**config.mk**
```make
export PLATFORM = sky130hd
export DESIGN_NAME = muxn_pipe
export DESIGN_NICKNAME = d
export VERILOG_FILES = /design/src/rtl/muxn_pkg.sv /design/src/rtl/muxn_stage_reg.sv /design/src/rtl/muxn_pipe.sv
export SDC_FILE = /design/constraint.sdc
export NUM_CORES = 1
export LEC_CHECK = 0
export BUFFER_PORTS_ARGS = -buffer_cell sky130_fd_sc_hd__buf_2
export CAP_MARGIN = 20
export CORE_AREA = 3 3 127 129
export CTS_CLUSTER_SIZE = 30
export DETAILED_ROUTE_END_ITERATION = 12
export DIE_AREA = 0 0 130 132
export GPL_TIMING_DRIVEN = 0
export PLACE_DENSITY = 0.66
export SYNTH_ARGS = -nofsm -noshare
export SYNTH_HDL_FRONTEND = slang
export SYNTH_SLANG_ARGS = --single-unit
```
**constraint.sdc**
```tcl
create_clock -name clk -period 1.7 [get_ports clk]
set_input_delay 0.085 -clock clk [delete_from_list [all_inputs] [get_ports clk]]
set_output_delay 0.085 -clock clk [all_outputs]
set_load 0.005 [all_outputs]
```
**src/rtl/muxn_pkg.sv**
```systemverilog
// Shared definitions for the registered N-way selector and other pipeline registers.
package muxn_pkg;

    localparam int unsigned MAX_N      = 16;
    localparam int unsigned MAX_STAGES = 4;

    typedef struct packed {
        logic stall;
        logic flush;
    } pipe_ctl_t;

    function automatic logic is_pow2(input int unsigned n);
        return (n != 0) && ((n & (n - 1)) == 0);
    endfunction

endpackage

```
**src/rtl/muxn_stage_reg.sv**
```systemverilog
// One pipeline register: reset and clear zero it, hold freezes it, otherwise it loads.
module muxn_stage_reg #(
    parameter int unsigned W = 65
) (
    input  logic         clk,
    input  logic         reset,
    input  logic         clear_i,
    input  logic         hold_i,
    input  logic [W-1:0] d_i,
    output logic [W-1:0] q_o
);

    logic [W-1:0] data_q;

    always_ff @(posedge clk) begin
        if (reset) begin
            data_q <= '0;
        end else if (clear_i) begin
            data_q <= '0;
        end else if (!hold_i) begin
            data_q <= d_i;
        end
    end

    assign q_o = data_q;

endmodule

```
**src/rtl/muxn_pipe.sv**
```systemverilog
// N-input select feeding a STAGES-deep valid-tracked register pipeline with
// stall/flush control and a sticky out-of-range select flag.
module muxn_pipe
    import muxn_pkg::*;
#(
    parameter  int unsigned WIDTH  = 64,
    parameter  int unsigned N      = 4,
    parameter  int unsigned STAGES = 1,
    localparam int unsigned SEL_W  = $clog2(N)
) (
    input  logic               clk,
    input  logic               reset,
    input  logic [N*WIDTH-1:0] in,
    input  logic [SEL_W-1:0]   sel,
    input  logic               in_valid,
    input  logic               stall,
    input  logic               flush,
    output logic [WIDTH-1:0]   out,
    output logic               out_valid,
    output logic               sel_err
);

    localparam int unsigned LEAVES = 1 << SEL_W;

    if (N < 2 || N > MAX_N) begin : g_bad_n
        $error("muxn_pipe: N out of range");
    end
    if (STAGES < 1 || STAGES > MAX_STAGES) begin : g_bad_stages
        $error("muxn_pipe: STAGES out of range");
    end

    pipe_ctl_t ctl;
    assign ctl.stall = stall;
    assign ctl.flush = flush;

    // Binary select tree; level l consumes sel[l-1], padded leaves are zero.
    for (genvar l = 0; l <= SEL_W; l++) begin : g_lvl
        localparam int unsigned CNT = LEAVES >> l;
        logic [WIDTH-1:0] node [CNT];
        for (genvar j = 0; j < CNT; j++) begin : g_n
            if (l == 0) begin : g_leaf
                if (j < N) begin : g_used
                    assign node[j] = in[j*WIDTH +: WIDTH];
                end else begin : g_pad
                    assign node[j] = '0;
                end
            end else begin : g_mux
                assign node[j] = sel[l-1] ? g_lvl[l-1].node[2*j+1] : g_lvl[l-1].node[2*j];
            end
        end
    end

    logic [WIDTH-1:0] tree_out;
    logic             sel_ok;
    assign tree_out = g_lvl[SEL_W].node[0];

    if (is_pow2(N)) begin : g_sel_full
        assign sel_ok = 1'b1;
    end else begin : g_sel_chk
        assign sel_ok = (SEL_W+1)'(sel) < (SEL_W+1)'(N);
    end

    logic [WIDTH:0] stage_d [STAGES];
    logic [WIDTH:0] stage_q [STAGES];

    assign stage_d[0] = {in_valid, (in_valid && sel_ok) ? tree_out : WIDTH'(0)};

    for (genvar s = 0; s < STAGES; s++) begin : g_stage
        if (s > 0) begin : g_link
            assign stage_d[s] = stage_q[s-1];
        end
        muxn_stage_reg #(
            .W(WIDTH + 1)
        ) u_stage (
            .clk     (clk),
            .reset   (reset),
            .clear_i (ctl.flush),
            .hold_i  (ctl.stall),
            .d_i     (stage_d[s]),
            .q_o     (stage_q[s])
        );
    end

    assign out       = stage_q[STAGES-1][WIDTH-1:0];
    assign out_valid = stage_q[STAGES-1][WIDTH];

    // Sticky flag: only advance edges can set it, only reset clears it.
    if (is_pow2(N)) begin : g_err_none
        assign sel_err = 1'b0;
    end else begin : g_err_reg
        logic sel_err_q;
        always_ff @(posedge clk) begin
            if (reset) begin
                sel_err_q <= 1'b0;
            end else if (!ctl.flush && !ctl.stall && in_valid && !sel_ok) begin
                sel_err_q <= 1'b1;
            end
        end
        assign sel_err = sel_err_q;
    end

endmodule

```
==> metrics.md, run 1 <==
| Metric | Value |
|---|---|
| Final cell count without fillers | 759 |
| First-pass GRT wire length | 20180 um |
| Worst-Skew Late Latency | 0.33 ns |
| Via Count | 3686 |
| Final HPWL DP | 10960 um |
| Die Y | 132 um |
| Mapped cell area | 3537 sq um |
| Synthesized net count | 490 |
| Sequential cell area | 1301 sq um |
| Post-layout util | 38.03% |
| CTS Root Cell | clkbuf_16 |
| Remaining Overflow, GRT | 0 |
| Arr. time, crit path | 1.79 ns |
| Min Hold Slack | 0.1664 ns |
| Rows | 45 |
| Endpoint, Worst Hold | g_stage[0].u_stage.q_o[61] |
| Metal-1 WL | 5156 um |
| Crit path kind | in -> reg |
| Reg-to-reg endpoint | g_stage[0].u_stage.q_o[64] |
| Hold/Removal Path Class | in -> reg |
| Synthesis-to-finish area growth | 62.82% |
| Synth warn | 0 |
| Slowest CP cell | dlygate4sd3_1 |
| Met3 wire length | 1033 um |
| Die width | 130 um |
| Drt drc | 0 |
| Vias in the first global route | 3902 |
| Final wirelength | 13410 um |
| Crit-path most repeated cell | buf_2 |
| Setup slack, reg-to-reg | 0.53 ns |
| Area of the multi-input gates | 2052 sq um |
| Core Footprint | 15150 sq um |
| CTS tree | done |
| Register area share after synthesis | 36.79% |
| PortBufs | 325 |
| RSZ-0062 raised after global routing | no |
| Reg clk slew, reported paths | 0.06 ns |
| Skew final | 0 ns |
| Max-capacitance violation count | 0 |
| Power Dens Cells | 771.0 nW/um^2 |
| Initial Util | 23.35% |
| Fillcell total | 1518 |
| Setup Buffers After CTS | 0 |
| Crit path largest cell delay | 0.54 ns |
| Hold path cells | 3 |
| Worst Path Max Fanout | 10 |
| Initial antenna violation count | 2 |
| Dpl cells | 740 |
| Wire per inst | 17.67 um |
| Ratio of cells with drive above 1 in the final layout | 75.09% |
| Number of flip-flops in the largest register | 65 |
| Gate Count Post-Synth | 227 |
| GP Congestion | 0.7686 |
| Num CTS Buffers | 9 |
| Slew headroom | 38.00% |
| Final setup fails | 0 |
| Hold_sp | in[253] |
| Fmax | 0.6567 GHz |
| CP Capture Type | flop |
| Total Routing Usage GR | 15.21% |
| Cell Chain, Critical Path | dlygate4sd3_1, buf_2, nor4b_1, buf_2, buf_2, a22o_1 |
| Pre-antenna DRT Iters | 4 |
| CTS Sinks | 65 |
| Max clock buf depth | 2 |
| Final hold violation count | 0 |
| Tcrit/Tclk final | 89.58% |
| Htree depth | 3 |
| Tmin final | 1.523 ns |
| Startpoint Class | primary input |
| Max IR drop VDD | 0.4763 mV |
| Dpl ws | -0.1701 ns |
| Worst EP required | 1.97 ns |
| Cells on worst reg2reg path | 3 |
| Die footprint | 17160 sq um |
| Uppermost layer routed | met5 |
| Count of cell types in the netlist | 14 |
| Run status | finished clean |
| Nets | 828 |
| Final Max Tran Viols | 0 |
| 1st-iter DRT viols | 208 |
| Final Worst Setup Slack | 0.1772 ns |
| Worst-Margin Slew | 0.9301 ns |
| IO Count | 329 |
| Syn_area_per_cell | 15.58 sq um |
| Synth Register Bits | 65 |
| Antenna Nets Post-Route | 0 |
| RR Startpoint | g_stage[0].u_stage.q_o[64] |
| Static leakage | 0.002860 uW |
| Vias per inst | 4.856 |
| Wire length on met2 | 7029 um |
| Pin count of the biggest net entering global routing | 12 |
critical path: cells and delay by family:
family | cells | cell delay (ns)
buffers and inverters | 4 | 1.32
AND/OR/NAND/NOR | 1 | 0.22
AO/OA/AOI/OAI | 1 | 0.16
power by group:
part	total (uW)	switching (uW)	internal (uW)
combinational	809	283	525
sequential	1580	18.9	1560
clock	2050	687	1360
total	4440	989	3450
Yosys cell counts:
master | number | area (sq um)
clkbuf_1 | 1 | 3.750
buf_1 | 5 | 18.77
buf_2 | 15 | 75.07
buf_4 | 1 | 7.510
mux2i_1 | 1 | 10.01
mux4_2 | 60 | 1351
nor3b_1 | 1 | 7.510
buf_6 | 7 | 78.83
dfxtp_1 | 65 | 1301
nor4b_1 | 1 | 8.760
conb_1 | 1 | 3.750
nor3_1 | 1 | 5.000
a22o_1 | 64 | 560.5
mux4_1 | 4 | 105.1
final cells by class:
type / count / share of cell area [%]
Antenna cell: 1 / 0.04345
Buffer: 29 / 3.302
Clock buffer: 12 / 4.454
Clock inverter: 4 / 1.303
Multi-Input combinational cell: 133 / 35.63
Sequential cell: 65 / 22.59
Tap cell: 188 / 4.084
Timing Repair Buffer: 327 / 28.59
worst max path at each step:
stage / slack, ns / to / cells after the start / startpoint
final: 0.18 / g_stage[0].u_stage.q_o[9] / 6 / reset
after global routing: 0.06 / g_stage[0].u_stage.q_o[26] / 6 / reset
after CTS: 0.02 / g_stage[0].u_stage.q_o[9] / 6 / reset
after detailed placement: -0.17 / g_stage[0].u_stage.q_o[6] / 4 / sel[1]
after global placement: -0.14 / g_stage[0].u_stage.q_o[44] / 4 / sel[1]
after floorplan: 0.52 / g_stage[0].u_stage.q_o[0] / 4 / sel[0]
repair_timing:
item / 4_1_cts / 5_1_grt
endpoints found under the hold margin: 1 / 0
hold buffers: 2 / 0
endpoints found under the setup margin: 0 / 50
gates resized for setup: 0 / 5
cells by family after synthesis:
logic type	count (synthesis)	share of synthesized area, %
mux	65	41.46
flops	65	36.79
compound gates	64	15.85
buf+inv	29	5.200
simple gates	3	0.6013
other cells	1	0.1060
stage by stage:
stage	total power [uW]	TNS (ns)	area [sq um]
final	4441	0	5759
after global routing	4650	0	5759
after CTS	4521	0	5751
after detailed placement	2425	-8.653	5399
after global placement	2411	-6.648	5399
after floorplan	2025	0	3537
routing by layer:
metal,global-route usage [%],vias to the layer above
met5,0,-
met2,26.62,177
met1,17.65,1818
met3,5.105,16
li1,-,1673
met4,4.042,2
placed cells by master, fill, tap and decap left out:
master	n
diode_2	1
buf_4	1
clkbuf_1	2
a22o_1	64
mux2i_1	1
clkinvlp_4	2
nor4b_1	1
clkbuf_16	9
nor3b_1	1
dlygate4sd3_1	2
clkbuf_8	2
mux4_1	4
conb_1	1
dfxtp_1	65
clkbuf_2	5
buf_6	7
buf_2	340
bufinv_16	2
nor3_1	1
mux4_2	60
Power figures use the tool's default switching activity.
==> run 2, diff against run 1 <==
--- a/config.mk
+++ b/config.mk
@@ -7,12 +7,12 @@
 export LEC_CHECK = 0
 export BUFFER_PORTS_ARGS = -buffer_cell sky130_fd_sc_hd__buf_2
 export CAP_MARGIN = 20
-export CORE_AREA = 3 3 127 129
+export CORE_AREA = 3 3 128 130
 export CTS_CLUSTER_SIZE = 30
 export DETAILED_ROUTE_END_ITERATION = 12
-export DIE_AREA = 0 0 130 132
+export DIE_AREA = 0 0 131 133
 export GPL_TIMING_DRIVEN = 0
-export PLACE_DENSITY = 0.66
+export PLACE_DENSITY = 0.65
 export SYNTH_ARGS = -nofsm -noshare
 export SYNTH_HDL_FRONTEND = slang
 export SYNTH_SLANG_ARGS = --single-unit
==> constraint.sdc (replaced) <==
create_clock -name clk -period 1.5 [get_ports clk]
set_input_delay 0.075 -clock clk [delete_from_list [all_inputs] [get_ports clk]]
set_output_delay 0.075 -clock clk [all_outputs]
set_load 0.005 [all_outputs]
==> run 2 against run 1 <==
  * Global-route usage grew 0.43 points
  * Power rose by 14%
  * Combinational power up 14%
  * Core utilization is 0.11 points lower
  * Routed wire length is 3.9% higher
  * Die area increased by 1.5%
  * Cell count up 2.9%
  * Largest cell class unchanged
==> metrics.md, run 2 (same netlist as run 1, synthesis figures left out) <==
| Metric | Value |
|---|---|
| CTS Sinks | 65 (unchanged) |
| Synthesis-to-finish area growth | 63.57% |
| N_diodes | 0 (-1) |
| Tcrit/Tclk final | 94.76% |
| Final setup fails | 0 (unchanged) |
| CTS tree | done |
| Die width | 131 um (+0.77%) |
| Number of flip-flops in the largest register | 65 (unchanged) |
| Pin count of the biggest net entering global routing | 12 (unchanged) |
| Endpoint, Worst Hold | g_stage[0].u_stage.q_o[60] |
| Core Footprint | 15260 sq um (+0.74%) |
| Pre-antenna DRT Iters | 4 (unchanged) |
| Final HPWL DP | 11550 um (+5.4%) |
| Worst EP required | 1.71 ns (-0.26 ns) |
| Max clock buf depth | 2 (unchanged) |
| Cells on worst reg2reg path | 3 (unchanged) |
| Initial Util | 23.18% (-0.17 points) |
| Num CTS Buffers | 9 (unchanged) |
| Crit path kind | in -> reg |
| Static leakage | 0.002847 uW (-0.47%) |
| RR Startpoint | g_stage[0].u_stage.q_o[64] |
| Vias in the first global route | 4023 (+3.1%) |
| Vias per inst | 4.648 (-4.3%) |
| Int Power | 3912 uW (+13%) |
| Remaining Overflow, GRT | 0 (unchanged) |
| Dpl cells | 763 (+3.1%) |
| Reg power frac | 35.5% (about the same) |
| Antenna Nets Post-Route | 0 (unchanged) |
| Slew headroom | 53.35% (+15 points) |
| Hold_sp | in[252] |
| Hold path cells | 3 (unchanged) |
| Final wirelength | 13930 um (+3.9%) |
| CTS Root Cell | clkbuf_16 |
| First-pass GRT wire length | 20890 um (+3.6%) |
| Arr. time, crit path | 1.64 ns (-0.15 ns) |
| PortBufs | 325 (unchanged) |
| Combinational share of power | 18.3% (about the same) |
| Final cell count without fillers | 781 (+2.9%) |
| Wire per inst | 17.84 um (+0.95%) |
| Power Dens Cells | 871.7 nW/um^2 (+13%) |
| Final Max Tran Viols | 0 (unchanged) |
| Rows | 45 (unchanged) |
| IO Count | 329 (unchanged) |
| P_sw | 1131 uW (+14%) |
| Most common cell after layout, fill and taps aside | buf_2 |
| Drt drc | 0 (unchanged) |
| Reg-to-reg endpoint | g_stage[0].u_stage.q_o[64] |
| Min Hold Slack | 0.1581 ns (-0.008285 ns) |
| Clock Power Share | 46.2% (about the same) |
| Commonest non-fill, non-tap cells in the layout | 340 x buf_2, 65 x dfxtp_1, 64 x a22o_1 |
| CP Capture Type | flop |
| RSZ-0062 raised after global routing | no |
| Setup slack, reg-to-reg | 0.36 ns (-0.17 ns) |
| Run status | finished clean |
| Htree depth | 3 (unchanged) |
| Crit path largest cell delay | 0.62 ns (+0.08 ns) |
| Skew final | 0 ns (unchanged) |
| Tmin final | 1.421 ns |
| Worst-Margin Slew | 0.6997 ns (-0.2304 ns) |
| Total Routing Usage GR | 15.64% (+0.43 points) |
| Die Y | 133 um (+0.76%) |
| Die footprint | 17420 sq um (+1.5%) |
| Startpoint Class | primary input |
| Worst Path Max Fanout | 10 (unchanged) |
| Max IR drop VDD | 0.5534 mV (+16%) |
| Slowest CP cell | clkdlybuf4s15_1 |
| Reg clk slew, reported paths | 0.06 ns (about the same) |
| Via Count | 3630 (-1.5%) |
| Initial antenna violation count | 4 (+2) |
| Ratio of cells with drive above 1 in the final layout | 74.21% (-0.88 points) |
| Worst-Skew Late Latency | 0.33 ns (about the same) |
| Fmax | 0.7035 GHz |
| Cell Chain, Critical Path | clkdlybuf4s15_1, buf_2, mux4_2, a22o_1 |
| GP Congestion | 0.8616 (+12%) |
| Nets | 828 (unchanged) |
| Hold/Removal Path Class | in -> reg |
| 1st-iter DRT viols | 207 (-0.48%) |
| Final hold violation count | 0 (unchanged) |
| Max-capacitance violation count | 0 (unchanged) |
| Switching Fraction | 22.43% (+0.16 points) |
| Setup Buffers After CTS | 0 (unchanged) |
[run 2: worst max-delay path, delay by kind of cell]
| family | cells | cell delay [ns] |
|---|---|---|
| buffers and inverters | 2 | 1.01 |
| AO/OA/AOI/OAI | 1 | 0.19 |
| multiplexers | 1 | 0.35 |
[run 2: metrics by stage]
stage          area [sq um]  power (uW)  util [%]  TNS [ns]  setup WS, ns
6_report               5786        5043     37.92         0       0.07855
3_3_place_gp           5428        2737     35.57    -16.92       -0.3117
4_1_cts                5779        5124     37.88         0       0.03700
2_1_floorplan          3537        2295         -         0        0.3332
5_1_grt                5786        5287     37.92         0       0.01618
3_5_place_dp           5428        2756     35.57    -17.17       -0.3131
[run 2: layer usage]
| metal | GRT usage, % | wire length (um) | up-vias |
|---|---|---|---|
| li1 | - | - | 1671 |
| met1 | 17.97 | 5292 | 1749 |
| met2 | 27.54 | 7307 | 179 |
| met3 | 3.956 | 1013 | 25 |
| met4 | 5.829 | 277 | 6 |
| met5 | 0 | 41 | - |
[run 2: cell type report]
class | instances | area, sq um
flip-flops and latches | 65 | 1301
clock buffers | 12 | 256.5
well taps | 211 | 264.0
repair buffers | 327 | 1647
plain buffers | 29 | 190.2
clock inverters | 4 | 75.07
multi-input cells | 133 | 2052
fillers | 1572 | 9473
[run 2: power groups by stage]
stage          logic (uW)  clock network (uW)  registers, uW
3_3_place_gp          911                   0           1830
3_5_place_dp          929                   0           1830
6_report              924                2330           1790
4_1_cts               935                2400           1790
5_1_grt              1010                2480           1800
2_1_floorplan         464                   0           1830
[run 2: repair_timing]
action	CTS	global route
hold buffers	2	0
resized for setup	0	2
hold endpoints to repair	1	0
setup endpoints to repair	0	4
[run 2: worst max-delay path by stage]
stage                                 end   start  slack (ns)
4_1_cts        g_stage[0].u_stage.q_o[20]  sel[1]        0.04
2_1_floorplan   g_stage[0].u_stage.q_o[0]  sel[0]        0.33
5_1_grt        g_stage[0].u_stage.q_o[30]  sel[1]        0.02
3_5_place_dp   g_stage[0].u_stage.q_o[32]  sel[1]       -0.31
3_3_place_gp    g_stage[0].u_stage.q_o[0]  sel[1]       -0.31
6_report       g_stage[0].u_stage.q_o[28]  sel[1]        0.08
==> run 3, diff against run 2 <==
--- a/config.mk
+++ b/config.mk
@@ -7,12 +7,12 @@
 export LEC_CHECK = 0
 export BUFFER_PORTS_ARGS = -buffer_cell sky130_fd_sc_hd__buf_2
 export CAP_MARGIN = 20
-export CORE_AREA = 3 3 128 130
-export CTS_CLUSTER_SIZE = 30
+export CORE_AREA = 3 3 127 129
 export DETAILED_ROUTE_END_ITERATION = 12
-export DIE_AREA = 0 0 131 133
+export DIE_AREA = 0 0 130 132
 export GPL_TIMING_DRIVEN = 0
-export PLACE_DENSITY = 0.65
+export PLACE_DENSITY = 0.71
 export SYNTH_ARGS = -nofsm -noshare
 export SYNTH_HDL_FRONTEND = slang
+export SYNTH_HIERARCHICAL = 1
 export SYNTH_SLANG_ARGS = --single-unit
==> run 3 against run 2 <==
  * Routed wire length increased by 12%
  * Cell count increased by 23%
  * Clock skew is the same
  * Synthesized cell count increased by 91%
  * Non-clock buffer count up 11
  * Die area fell by 1.5%
  * Sequential power about the same
  * Worst setup slack better by 0.14 ns
  * Critical path depth grew 2
  * Sequential share of layout area down 2.3 points
  * Largest cell class unchanged
  * Highest routed layer unchanged
==> metrics.md, run 3 <==
| Metric | Value |
|---|---|
| Grt met1 use | 19.15% (+1.2 points) |
| Nets | 1032 (+25%) |
| Total Routing Usage GR | 17.35% (+1.7 points) |
| Worst-Margin Slew | 0.6748 ns (-0.02487 ns) |
| Global route hottest layer | met2 |
| Final Cell Area | 6460 sq um (+12%) |
| Tmin final | 1.281 ns (-0.1405 ns) |
| Met2 Use GR | 32.01% (+4.5 points) |
| RSZ-0062 raised after global routing | no |
| Synthesis-to-finish area growth | 48.79% |
| Pre-antenna DRT Iters | 4 (unchanged) |
| Worst Path Max Fanout | 10 (unchanged) |
| Count of cell types in the netlist | 14 (unchanged) |
| Int Power | 3544 uW (-9.4%) |
| Fmax | 0.7807 GHz (+11%) |
| Max IR drop VDD | 0.4881 mV (-12%) |
| Mapped cell area | 4342 sq um (+23%) |
| Die footprint | 17160 sq um (-1.5%) |
| Number of flip-flops in the largest register | 65 (unchanged) |
| Cell Chain, Critical Path | buf_2, nand2_1, clkbuf_1, o22ai_1, mux2i_1, nor2_1 |
| Antenna Nets Post-Route | 0 (unchanged) |
| Setup Buffers After CTS | 0 (unchanged) |
| Crit path kind | in -> reg |
| Tcrit/Tclk final | 85.39% (-9.4 points) |
| Cts hold-fix bufs | 0 (-2) |
| Vias in the first global route | 4503 (+12%) |
| Dpl ws | -0.1526 ns (+0.1606 ns) |
| Syn_area_per_cell | 10.03 sq um (-36%) |
| Remaining Overflow, GRT | 0 (unchanged) |
| Core Footprint | 15150 sq um (-0.74%) |
| Async SR Flop Fraction | 0% (unchanged) |
| Run status | finished clean |
| Dominant synthesized flop cell | dfxtp_1 |
| Post-layout util | 42.65% (+4.7 points) |
| Reg power frac | 36.9% (+1.4 points) |
| Switching Fraction | 26.87% (+4.4 points) |
| CTS Root Cell | clkbuf_16 |
| Top post-synthesis cells by count | 193 x mux2i_1, 65 x dfxtp_1, 65 x nor2_1, 64 x o22ai_1, 12 x clkbuf_1 |
| Post_cts resized | 0 (unchanged) |
| Arr. time, crit path | 1.50 ns (-0.14 ns) |
| Final wirelength | 15540 um (+12%) |
| Final Worst Setup Slack | 0.2191 ns (+0.1405 ns) |
| Dpl cells | 946 (+24%) |
| Pin count of the biggest net entering global routing | 11 (-1) |
| Drt drc | 0 (unchanged) |
| Final cell count without fillers | 962 (+23%) |
| Crit path largest cell delay | 0.47 ns (-0.15 ns) |
| Startpoint Class | primary input |
| Most common cell in the synthesized netlist | mux2i_1 |
| GRT met3 Usage | 4.579% (+0.62 points) |
| Reg-to-reg endpoint | g_stage[0].u_stage/q_o[2] |
| RR Startpoint | g_stage[0].u_stage/q_o[2] |
| Initial antenna violation count | 1 (-3) |
| Power Dens Cells | 750.1 nW/um^2 (-14%) |
| P_sw | 1302 uW (+15%) |
| Dominant cells by area after synthesis | mux2i_1 44%, dfxtp_1 30%, o22ai_1 9.2% |
| Max clock buf depth | 2 (unchanged) |
| Via Count | 4511 (+24%) |
| Setup slack, reg-to-reg | 0.89 ns (+0.53 ns) |
| Wire per inst | 16.15 um (-9.5%) |
| Slew headroom | 53.72% (+0.37 points) |
| 1st-iter DRT viols | 106 (-49%) |
| Vias per inst | 4.689 (+0.89%) |
| Synth Register Bits | 65 (unchanged) |
| Synthesized net count | 696 (+42%) |
| Final HPWL DP | 12660 um (+9.7%) |
| First-pass GRT wire length | 23030 um (+10%) |
| Max-capacitance violation count | 0 (unchanged) |
| CTS Sinks | 65 (unchanged) |
| GP Congestion | 0.7739 (-10%) |
| Rows | 45 (unchanged) |
| Register area share after synthesis | 29.97% (-6.8 points) |
| Die Y | 132 um (-0.75%) |
| Synth warn | 6 (+6) |
| CP Capture Type | flop |
| Gate Count Post-Synth | 433 (+91%) |
| Cells on worst reg2reg path | 2 (-1) |
| Worst-Skew Late Latency | 0.33 ns (about the same) |
| PortBufs | 325 (unchanged) |
| Num CTS Buffers | 9 (unchanged) |
| Hold path cells | 3 (unchanged) |
| Die width | 130 um (-0.76%) |
| Final hold violation count | 0 (unchanged) |
| Worst EP required | 1.72 ns (about the same) |
| Skew final | 0 ns (unchanged) |
| Hold/Removal Path Class | in -> reg |
| Top-area cell type share of the netlist area | 44.50% (+6.3 points) |
| Crit path to | g_stage[0].u_stage/q_o[45] |
| Combinational share of power | 25.0% (+6.7 points) |
| Ratio of cells with drive above 1 in the final layout | 47.55% (-27 points) |
| Post-synth EDFFs | 0 (unchanged) |
| Reg clk slew, reported paths | 0.05 ns (about the same) |
| Post-DP Area | 6203 sq um (+14%) |
| Static leakage | 0.003544 uW (+24%) |
| Htree depth | 3 (unchanged) |
| Slowest CP cell | clkbuf_1 |
| Most common cell after layout, fill and taps aside | buf_2 |
| Crit path from | in_valid |
| Leading area contributor after synthesis | mux2i_1 |
| Initial Util | 28.67% (+5.5 points) |
| Clock Power Share | 38.1% (-8.1 points) |
| CTS tree | done |
| Commonest non-fill, non-tap cells in the layout | 327 x buf_2, 193 x mux2i_1, 65 x nor2_1, 65 x dfxtp_1, 64 x o22ai_1 |
| Final setup fails | 0 (unchanged) |
| Final Max Tran Viols | 0 (unchanged) |
| IO Count | 329 (unchanged) |
| N_diodes | 0 (unchanged) |
[run 3: final cells by class]
| type | count | area [sq um] |
|---|---|---|
| Clock buffer | 12 | 236.5 |
| Multi-Input combinational cell | 326 | 2596 |
| Tap cell | 188 | 235.2 |
| Sequential cell | 65 | 1301 |
| Fill cell | 1557 | 8686 |
| Clock inverter | 4 | 20.02 |
| Buffer | 42 | 444.2 |
| Timing Repair Buffer | 325 | 1627 |
[run 3: power groups by stage]
| stage | Combinational [uW] | Clock [uW] | Sequential (uW) |
|---|---|---|---|
| floorplan | 686 | 0 | 1830 |
| global placement | 1210 | 0 | 1830 |
| detailed placement | 1220 | 0 | 1830 |
| CTS | 1220 | 1920 | 1790 |
| global route | 1330 | 2030 | 1790 |
| finish | 1210 | 1850 | 1790 |
[run 3: worst min path at each step]
stage | slack (ns) | endpoint | from
2_1_floorplan | 0.22 | g_stage[0].u_stage/q_o[64] | in_valid
3_3_place_gp | 0.34 | g_stage[0].u_stage/q_o[64] | in_valid
3_5_place_dp | 0.36 | g_stage[0].u_stage/q_o[64] | in_valid
4_1_cts | 0.004 | g_stage[0].u_stage/q_o[64] | in_valid
5_1_grt | 0.05 | g_stage[0].u_stage/q_o[64] | in_valid
6_report | 0.02 | g_stage[0].u_stage/q_o[64] | in_valid
[run 3: worst max-delay path: cells and delay by family]
family	cells	cell delay, ns
multiplexers	1	0.18
AND/OR/NAND/NOR	2	0.47
AO/OA/AOI/OAI	1	0.20
buffers and inverters	2	0.58
[run 3: cells by family (layout without fill, tap and decap cells)]
kind of cell,Yosys count,in the layout,share of synthesized area [%]
mux,193,193,44.50
simple gates,68,68,5.994
flops,65,65,29.97
compound gates,64,64,9.222
buf+inv,42,383,10.23
other cells,1,1,0.08637
[run 3: stage by stage]
stage | hold slack (ns) | TNS [ns] | total power [uW]
2_1_floorplan | 0.2189 | 0 | 2516
3_3_place_gp | 0.3448 | -1.184 | 3031
3_5_place_dp | 0.3563 | -1.665 | 3045
4_1_cts | 0.004072 | 0 | 4936
5_1_grt | 0.05208 | 0 | 5148
6_report | 0.02256 | 0 | 4846
[run 3: metal layers]
layer | up-vias | routed length, um
met5 | - | 13
met4 | 2 | 267
met3 | 17 | 1201
met2 | 211 | 8012
met1 | 2009 | 6041
li1 | 2272 | -
